**config.mk**
```make
export PLATFORM = sky130hd
export DESIGN_NAME = rca_pipe_flat
export DESIGN_NICKNAME = d
export VERILOG_FILES = /design/src/rtl/rca_pipe_pkg.sv /design/src/rtl/rca_pipe_if.sv /design/src/rtl/rca_seg.sv /design/src/rtl/rca_pipe.sv /design/src/flat_wrapper.sv
export SDC_FILE = /design/constraint.sdc
export NUM_CORES = 1
export LEC_CHECK = 0
export ABC_AREA = 1
export CAP_MARGIN = 30
export CORE_MARGIN = 2
export CORE_UTILIZATION = 55
export DETAILED_ROUTE_END_ITERATION = 8
export PLACE_DENSITY = 0.8
export SLEW_MARGIN = 20
export SYNTH_ARGS = -nofsm -noshare
export SYNTH_HDL_FRONTEND = slang
export SYNTH_SLANG_ARGS = --single-unit
export TNS_END_PERCENT = 5
```
**constraint.sdc**
```tcl
create_clock -name clk -period 3.7 [get_ports clk]
set_clock_uncertainty 0.15 [all_clocks]
set_input_delay 0.74 -clock clk [delete_from_list [all_inputs] [get_ports clk]]
set_output_delay 0.74 -clock clk [all_outputs]
set_load 0.1 [all_outputs]
```
**src/rtl/rca_pipe_pkg.sv**
```systemverilog
// rtl/rca_pipe_pkg.sv - shared types and helpers for the pipelined ripple-carry adder/subtractor
package rca_pipe_pkg;

  typedef enum logic {
    OP_ADD = 1'b0,
    OP_SUB = 1'b1
  } op_e;

  function automatic int seg_width(int n, int stages);
    return (stages > 0) ? n / stages : n;
  endfunction

  // Signed overflow: carry into the MSB disagrees with carry out of it.
  function automatic logic ovf_flag(logic c_msb, logic c_out);
    return c_msb ^ c_out;
  endfunction

endpackage

```
**src/rtl/rca_pipe_if.sv**
```systemverilog
// rtl/rca_pipe_if.sv - operand/result handshake bundle for rca_pipe
interface rca_pipe_if #(
  parameter int N = 16
);
  logic         in_valid;
  logic         in_ready;
  logic [N-1:0] A;
  logic [N-1:0] B;
  logic         Carry_i;
  logic         Sub_i;
  logic         out_valid;
  logic         out_ready;
  logic [N-1:0] S;
  logic         Carry_o;
  logic         Ovf_o;

  modport master (
    output in_valid, A, B, Carry_i, Sub_i, out_ready,
    input  in_ready, out_valid, S, Carry_o, Ovf_o
  );

  modport slave (
    input  in_valid, A, B, Carry_i, Sub_i, out_ready,
    output in_ready, out_valid, S, Carry_o, Ovf_o
  );
endinterface

```
**src/rtl/rca_seg.sv**
```systemverilog
// rtl/rca_seg.sv - combinational W-bit ripple segment built from full-adder cells
module rca_seg #(
  parameter int W = 4
) (
  input  logic [W-1:0] a,
  input  logic [W-1:0] b,
  input  logic         ci,
  output logic [W-1:0] s,
  output logic         co,
  output logic         cmsb
);
  logic [W:0] c;

  assign c[0] = ci;

  for (genvar i = 0; i < W; i++) begin : g_fa
    assign s[i]   = a[i] ^ b[i] ^ c[i];
    assign c[i+1] = (a[i] & b[i]) | (c[i] & (a[i] ^ b[i]));
  end

  assign co   = c[W];
  assign cmsb = c[W-1];
endmodule

```
**src/rtl/rca_pipe.sv**
```systemverilog
// rtl/rca_pipe.sv - pipelined ripple-carry adder/subtractor, one carry segment per stage
module rca_pipe
  import rca_pipe_pkg::*;
#(
  parameter int N      = 16,
  parameter int STAGES = 4
) (
  input logic       clk,
  input logic       rst,
  rca_pipe_if.slave bus
);
  localparam int SEG = seg_width(N, STAGES);

  typedef struct packed {
    logic         valid;
    logic [N-1:0] sum_lo;
    logic [N-1:0] a_hi;
    logic [N-1:0] b_hi;
    logic         carry;
    logic         cmsb;
  } stage_t;

  if (N < 2 || STAGES < 1 || STAGES > N || (N % STAGES) != 0) begin : g_param_check
    $error("rca_pipe: N must be >= 2 and divisible by STAGES (1..N)");
  end

  stage_t       st_r   [STAGES];
  stage_t       st_nxt [STAGES];
  logic         adv;
  op_e          op;
  logic [N-1:0] b_eff;
  logic         c_in;

  assign op    = op_e'(bus.Sub_i);
  assign b_eff = (op == OP_SUB) ? ~bus.B : bus.B;
  assign c_in  = (op == OP_SUB) ? 1'b1 : bus.Carry_i;

  // Whole pipeline moves in lockstep; bubbles are not squeezed out.
  assign adv          = bus.out_ready | ~st_r[STAGES-1].valid;
  assign bus.in_ready = adv;

  for (genvar k = 0; k < STAGES; k++) begin : g_stage
    logic           prev_valid;
    logic [N-1:0]   prev_sum;
    logic [N-1:0]   prev_a;
    logic [N-1:0]   prev_b;
    logic           prev_c;
    logic [SEG-1:0] seg_s;
    logic           seg_co;
    logic           seg_cmsb;
    stage_t         nxt;

    if (k == 0) begin : g_head
      assign prev_valid = bus.in_valid;
      assign prev_sum   = '0;
      assign prev_a     = bus.A;
      assign prev_b     = b_eff;
      assign prev_c     = c_in;
    end else begin : g_tail
      assign prev_valid = st_r[k-1].valid;
      assign prev_sum   = st_r[k-1].sum_lo;
      assign prev_a     = st_r[k-1].a_hi;
      assign prev_b     = st_r[k-1].b_hi;
      assign prev_c     = st_r[k-1].carry;
    end

    rca_seg #(.W(SEG)) u_seg (
      .a    (prev_a[k*SEG +: SEG]),
      .b    (prev_b[k*SEG +: SEG]),
      .ci   (prev_c),
      .s    (seg_s),
      .co   (seg_co),
      .cmsb (seg_cmsb)
    );

    always_comb begin
      nxt                     = '0;
      nxt.valid               = prev_valid;
      nxt.sum_lo              = prev_sum;
      nxt.sum_lo[k*SEG +: SEG] = seg_s;
      nxt.a_hi                = prev_a;
      nxt.b_hi                = prev_b;
      nxt.carry               = seg_co;
      nxt.cmsb                = seg_cmsb;
    end

    assign st_nxt[k] = nxt;
  end

  always_ff @(posedge clk or posedge rst) begin
    if (rst) begin
      for (int k = 0; k < STAGES; k++) begin
        st_r[k] <= '0;
      end
    end else if (adv) begin
      for (int k = 0; k < STAGES; k++) begin
        st_r[k] <= st_nxt[k];
      end
    end
  end

  assign bus.out_valid = st_r[STAGES-1].valid;
  assign bus.S         = st_r[STAGES-1].sum_lo;
  assign bus.Carry_o   = st_r[STAGES-1].carry;
  assign bus.Ovf_o     = ovf_flag(st_r[STAGES-1].cmsb, st_r[STAGES-1].carry);
endmodule

```
**src/flat_wrapper.sv**
```systemverilog
// flat-port wrapper written by rule: the top's interface ports become plain ports
module rca_pipe_flat import rca_pipe_pkg::*;
#(
  parameter int N      = 16,
  parameter int STAGES = 4
)
  (clk, rst, bus_in_valid, bus_A, bus_B, bus_Carry_i, bus_Sub_i, bus_out_ready, bus_in_ready, bus_out_valid, bus_S, bus_Carry_o, bus_Ovf_o);
  rca_pipe_if #(.N(N)) bus_i ();
  input logic clk;
  input logic rst;
  input wire logic [$bits(bus_i.in_valid)-1:0] bus_in_valid;
  input wire logic [$bits(bus_i.A)-1:0] bus_A;
  input wire logic [$bits(bus_i.B)-1:0] bus_B;
  input wire logic [$bits(bus_i.Carry_i)-1:0] bus_Carry_i;
  input wire logic [$bits(bus_i.Sub_i)-1:0] bus_Sub_i;
  input wire logic [$bits(bus_i.out_ready)-1:0] bus_out_ready;
  output wire logic [$bits(bus_i.in_ready)-1:0] bus_in_ready;
  output wire logic [$bits(bus_i.out_valid)-1:0] bus_out_valid;
  output wire logic [$bits(bus_i.S)-1:0] bus_S;
  output wire logic [$bits(bus_i.Carry_o)-1:0] bus_Carry_o;
  output wire logic [$bits(bus_i.Ovf_o)-1:0] bus_Ovf_o;
  assign bus_i.in_valid = bus_in_valid;
  assign bus_i.A = bus_A;
  assign bus_i.B = bus_B;
  assign bus_i.Carry_i = bus_Carry_i;
  assign bus_i.Sub_i = bus_Sub_i;
  assign bus_i.out_ready = bus_out_ready;
  assign bus_in_ready = bus_i.in_ready;
  assign bus_out_valid = bus_i.out_valid;
  assign bus_S = bus_i.S;
  assign bus_Carry_o = bus_i.Carry_o;
  assign bus_Ovf_o = bus_i.Ovf_o;
  rca_pipe #(.N(N), .STAGES(STAGES)) u_core (.clk(clk), .rst(rst), .bus(bus_i));
endmodule
```
[After elaboration in Yosys (flattened, before gate mapping)]
Cells that the tools add are included.
Word-level totals
  flip-flop bits (word level): 145
  input bits: 38
  output and inout port bits: 20
Cells by class
  muxes and demuxes: 2
  bitwise gates (word level): 84
Operator list (number)
  1-bit XOR: 33
  1-bit bitwise AND: 32
  1-bit bitwise OR: 17
  16-bit 2-to-1 mux: 1
  16-bit inverter: 1
  1-bit 2-to-1 mux: 1
  1-bit inverter: 1

[Depth between registers and ports, before layout]
  word-level depth: 11
  depth in mapped cells: 11
  depth with buffers taken out: 9

[By module]
From an unflattened synthesis, not the netlist that was laid out.
Unflattened totals
  cells, all modules: 502
  area, all modules: 4405.5 um^2
Modules (own cells, without submodules)
  rca_pipe: times used 1, cells each 454, area an instance 3965.1 um^2
  rca_seg: times used 4, cells each 12, area an instance 110.1 um^2

[Worst setup path before layout]
Ideal clock, no wire load.
  path type: reg2out
  from: reg u_core.st_r (netlist bit u_core.bus.Carry_o)
  to: out bus_Ovf_o
  arrival: 2.432 ns
  data required time: 2.810 ns
  path slack: 0.378 ns
  stages on the path, launching flop included: 2
  path buffers: 0
  cells stage by stage: dfrtp_1 xor2_1
Between the ends
  word-level cells in the longest chain between the ends: 1
Ends and longest elaborated chain
  start, declared: RTL line rca_pipe.sv:27  | stage_t st_r [STAGES];
  start signal, assigned by index: RTL line rca_pipe.sv:97  | st_r[k] <= st_nxt[k];
  1-bit XOR: RTL line rca_pipe_pkg.sv:15  | return c_msb ^ c_out;
  end, declared: RTL line flat_wrapper.sv:21  | output wire logic [$bits(bus_i.Ovf_o)-1:0] bus_Ovf_o;
No other way between the ends.

[Final worst setup path]
  from: in bus_Sub_i
  to: reg u_core.st_r (netlist bit u_core.g_stage[1].prev_sum[3])
Between the ends
  word-level cells in the longest chain between the ends: 9
  elaborated cells on any way between the ends: 16
  classes of those cells: mux (2); bitwise (14)
Ends and longest elaborated chain
  start, declared: RTL line flat_wrapper.sv:15  | input wire logic [$bits(bus_i.Sub_i)-1:0] bus_Sub_i;
  16-bit 2-to-1 mux: RTL line rca_pipe.sv:35  | assign b_eff = (op == OP_SUB) ? ~bus.B : bus.B;
  1-bit XOR: RTL line rca_seg.sv:18  | assign c[i+1] = (a[i] & b[i]) | (c[i] & (a[i] ^ b[i]));
  1-bit bitwise AND: RTL line rca_seg.sv:18
  1-bit bitwise OR: RTL line rca_seg.sv:18
  1-bit bitwise AND: RTL line rca_seg.sv:18
  1-bit bitwise OR: RTL line rca_seg.sv:18
  1-bit bitwise AND: RTL line rca_seg.sv:18
  1-bit bitwise OR: RTL line rca_seg.sv:18
  1-bit XOR *: RTL line rca_seg.sv:17  | assign s[i] = a[i] ^ b[i] ^ c[i];
  via u_core.g_stage[0].seg_s[3]: RTL line rca_pipe.sv:48  | logic [SEG-1:0] seg_s;
The timed path passes the listed nets; every way through them passes the cells marked *.
A chain may end at the register's enable or synchronous reset.

==> impl_results.md <==
* Synth unique cells at 16
* Net Sw Frac at 45.45%
* Nature of the critical path startpoint: input port
* CTS sink cnt at 97
* Htree depth at 3
* Post-CTS Setup Bufs at 0
* Vias at ~3k
* Drt first-iter violations at ~190
* Area leader, netlist: dfrtp_1
* Max cap viols at 0
* Share of cells above drive strength 1 at between 5 and 6%
* Die Ht at just over 90 um
* Switch Pwr at ~2.1 mW
* Core Area at around 0.0077 sq mm
* Layout area overhead at 16.66%
* Post-layout net count at approximately 570
* Final-layout fill cell count at just over 600
* Post-synthesis sequential element count at 97
* Largest net degree at the start of global routing at 99
* Final ANT Viol Nets at 0
* Multi-input gate area at around 0.0015 sq mm
* Synth Area in Adders at under 10%
* Internal cell power at roughly 2.5 mW
* Synth Area in Compound Gates at under 10%
* Total congestion overflow at 0
* Post-Synth XOR/XNOR Area at under 10%
* Ranking of synthesized cells by area: dfrtp_1, nand2_1, fa_1
* Placer Congestion at around 0.75
* Outcome: complete, no violations
* First-pass GRT wire length at approximately 14 mm
* IO Pins at between 50 and 60
* DP Wirelength at 5.232 mm
* Antenna violations before repair at 0
* Crit path time final at approximately 3.1 ns
* 1st-pass router iterations at 4
* Diodes inserted at 0
* Critical setup path kind: input port to flip-flop
* Max stage delay on crit path at between 0.4 and 0.5 ns
* Leak Pwr at about 2.6 nW
* Port bufs at 57
* Mux contribution to synthesized area at 0%
* Rel. slew slack at approximately a third
* Placed Area at about 0.005 sq mm
* Clk root buf: clkbuf_8
* Max Freq at around 320 MHz
* Clock buffer depth at 2
* WL/cell at about 12 um
* Share of the synthesized area in the top cell type at 55.81%
* Vias per cell at 4.808
* Clock share of power at between 10% and 20%
* Final Slew Violations at 0
* Dominant combinational cell family by area after synthesis: simple AND/OR/NAND/NOR gates
* Setup TNS at 0 ns
* PwrDens at between 900 and 1000 mW/mm^2
* Critical path cell sequence: clkdlybuf4s50_1 -> or2_2 -> fa_1 -> fa_1 -> inv_1 -> fa_1 -> inv_1 -> fa_1 -> nand2_1 -> nand2_1
* Crit-path most repeated cell: fa_1
* Vias in the first global route at around 3.0k
* CP Max Fanout at 4
* DR DRC count at 0
* CTS clk-pin slew, worst paths at 0.08 ns
* CTS resizes at 0
* Final hold violation count at 0
* Clock Latency Late Sink at 0.36 ns
* Placed instance count at ~600
* Hold Crit Class: flip-flop to flip-flop
* Worst vdd ir at roughly 0.26 mV
* Final period utilization at approximately 84%
* Reg power frac at between 30% and 40%
* Post-Layout Inst Area at between 0.005 and 0.006 sq mm
* Row count at 32
* Total CTS buffers at 9
* Final Power at between 4 and 5 mW
* Die width at about 93 um
* Least-Margin Pin Slew at 0.9681 ns
* FF+latch area at about 0.0024 sq mm
* Hold_buf cts at 0
* CP max stage cell: fa_1
* Syn nets at approximately 530
* Setup-failing EPs final at 0
* Syn avg cell area at between 9 and 10 sq um
* DIE AREA at about 0.0086 sq mm
* Mapped cell area at around 0.0043 sq mm
* TritonCTS clock tree: yes
* Sequential share of the synthesized area at a little under three fifths
* Post-Layout Cell Count at around 620
* Crit end category: flip-flop
* Mapped Cells at about 480
* Gr usage total at around 20%
* RSZ-0062 raised after global routing: false
* Synth Warn # at 0
* Arr. time, crit path at between 3 and 4 ns
* Final WL at ~7.5 mm
* Simple-gate share of the synthesized area at between 10% and 20%
* Starting Density at a little under three fifths
* Req. time, crit path at between 3 and 4 ns
* Logic pwr share at about 46%
## synth_stat cells
| cell | count |
|---|---|
| buf_2 | 11 |
| buf_4 | 19 |
| buf_6 | 5 |
| clkbuf_1 | 4 |
| dfrtp_1 | 97 |
| fa_1 | 16 |
| inv_1 | 53 |
| inv_2 | 1 |
| nand2_1 | 203 |
| nand2_2 | 1 |
| nand3_1 | 12 |
| nor2_2 | 1 |
| o21ai_0 | 49 |
| or2_2 | 1 |
| xnor2_1 | 1 |
| xor2_1 | 4 |
## critical path: cells and delay by family
family,cells,cell delay [ns]
buffers and inverters,3,0.60
adder cells (fa/ha/maj),4,1.41
AND/OR/NAND/NOR,3,0.49
## power groups by stage
stage	Clock (mW)	Combinational (mW)	Sequential, mW
after floorplan	0	1.71	1.79
after global placement	0	2.05	1.76
after detailed placement	0	2.12	1.78
after CTS	0.725	2.14	1.77
after global routing	0.771	2.34	1.82
final	0.713	2.10	1.76
## path summary, 6_finish.rpt
check	from	to	slack, ns	cells past startpoint
worst min register to register	u_core.g_stage[3].prev_valid	u_core.bus.out_valid	0.30	2
worst min-delay path	u_core.g_stage[3].prev_valid	u_core.bus.out_valid	0.30	2
worst max-delay path	bus_Sub_i	u_core.g_stage[1].prev_sum[3]	0.60	10
min in group asynchronous	rst	u_core.bus.Carry_o	0.63	2
max in group asynchronous	rst	u_core.g_stage[1].prev_b[13]	2.01	3
worst max register to register	u_core.g_stage[2].prev_c	u_core.g_stage[3].prev_sum[11]	1.20	8
## logic make-up after synthesis
kind of cell	after synthesis
simple gates	218
flops	97
buf+inv	93
compound gates	49
fa+ha+maj	16
xor+xnor	5
## state kept, by name, summed over array words and instances, names as in the netlist
signal,cells
u_core.g_stage.prev_sum,24
u_core.g_stage.prev_valid,3
u_core.bus.S,16
u_core.g_stage.prev_b,24
u_core.g_stage.prev_c,3
u_core.bus.Carry_o,1
u_core.g_stage.prev_a,24
u_core.st_r,1
u_core.bus.out_valid,1
## cell usage in the layout (no fill, tap or decap), drive strengths merged
cell type,instances
or2,1
nor2,1
fa,16
clkbuf,12
xor2,4
inv,54
o21ai,49
nand2,204
clkdlybuf4s50,55
clkinvlp,2
bufinv,1
clkinv,1
dfrtp,97
nand3,12
xnor2,1
buf,9
## per-layer routing
layer	vias up	part of all wire, %	GRT usage (%)
met5	-	0	0
met4	0	2.3	9.191
met2	69	48	31.94
met3	12	3.5	2.685
met1	1414	46	27.28
li1	1491	-	-
## through the flow
step	utilization [%]	hold slack, ns	worst slack [ns]
after floorplan	-	0.2698	0.2763
after global placement	63.20	0.2794	0.3070
after detailed placement	63.20	0.2820	0.2232
after CTS	66.00	0.3013	0.6045
after global routing	66.00	0.3260	0.5304
final	66.00	0.3010	0.5992
## final cells by class
| cell class | instances | area share, % |
|---|---|---|
| clock inverters | 4 | 0.9864 |
| repair buffers | 64 | 12.68 |
| well taps | 102 | 2.515 |
| clock buffers | 12 | 3.255 |
| inverters | 54 | 4.044 |
| multi-input cells | 288 | 28.68 |
| flip-flops and latches | 97 | 47.84 |
No activity file was read; power rests on OpenSTA's default activity.
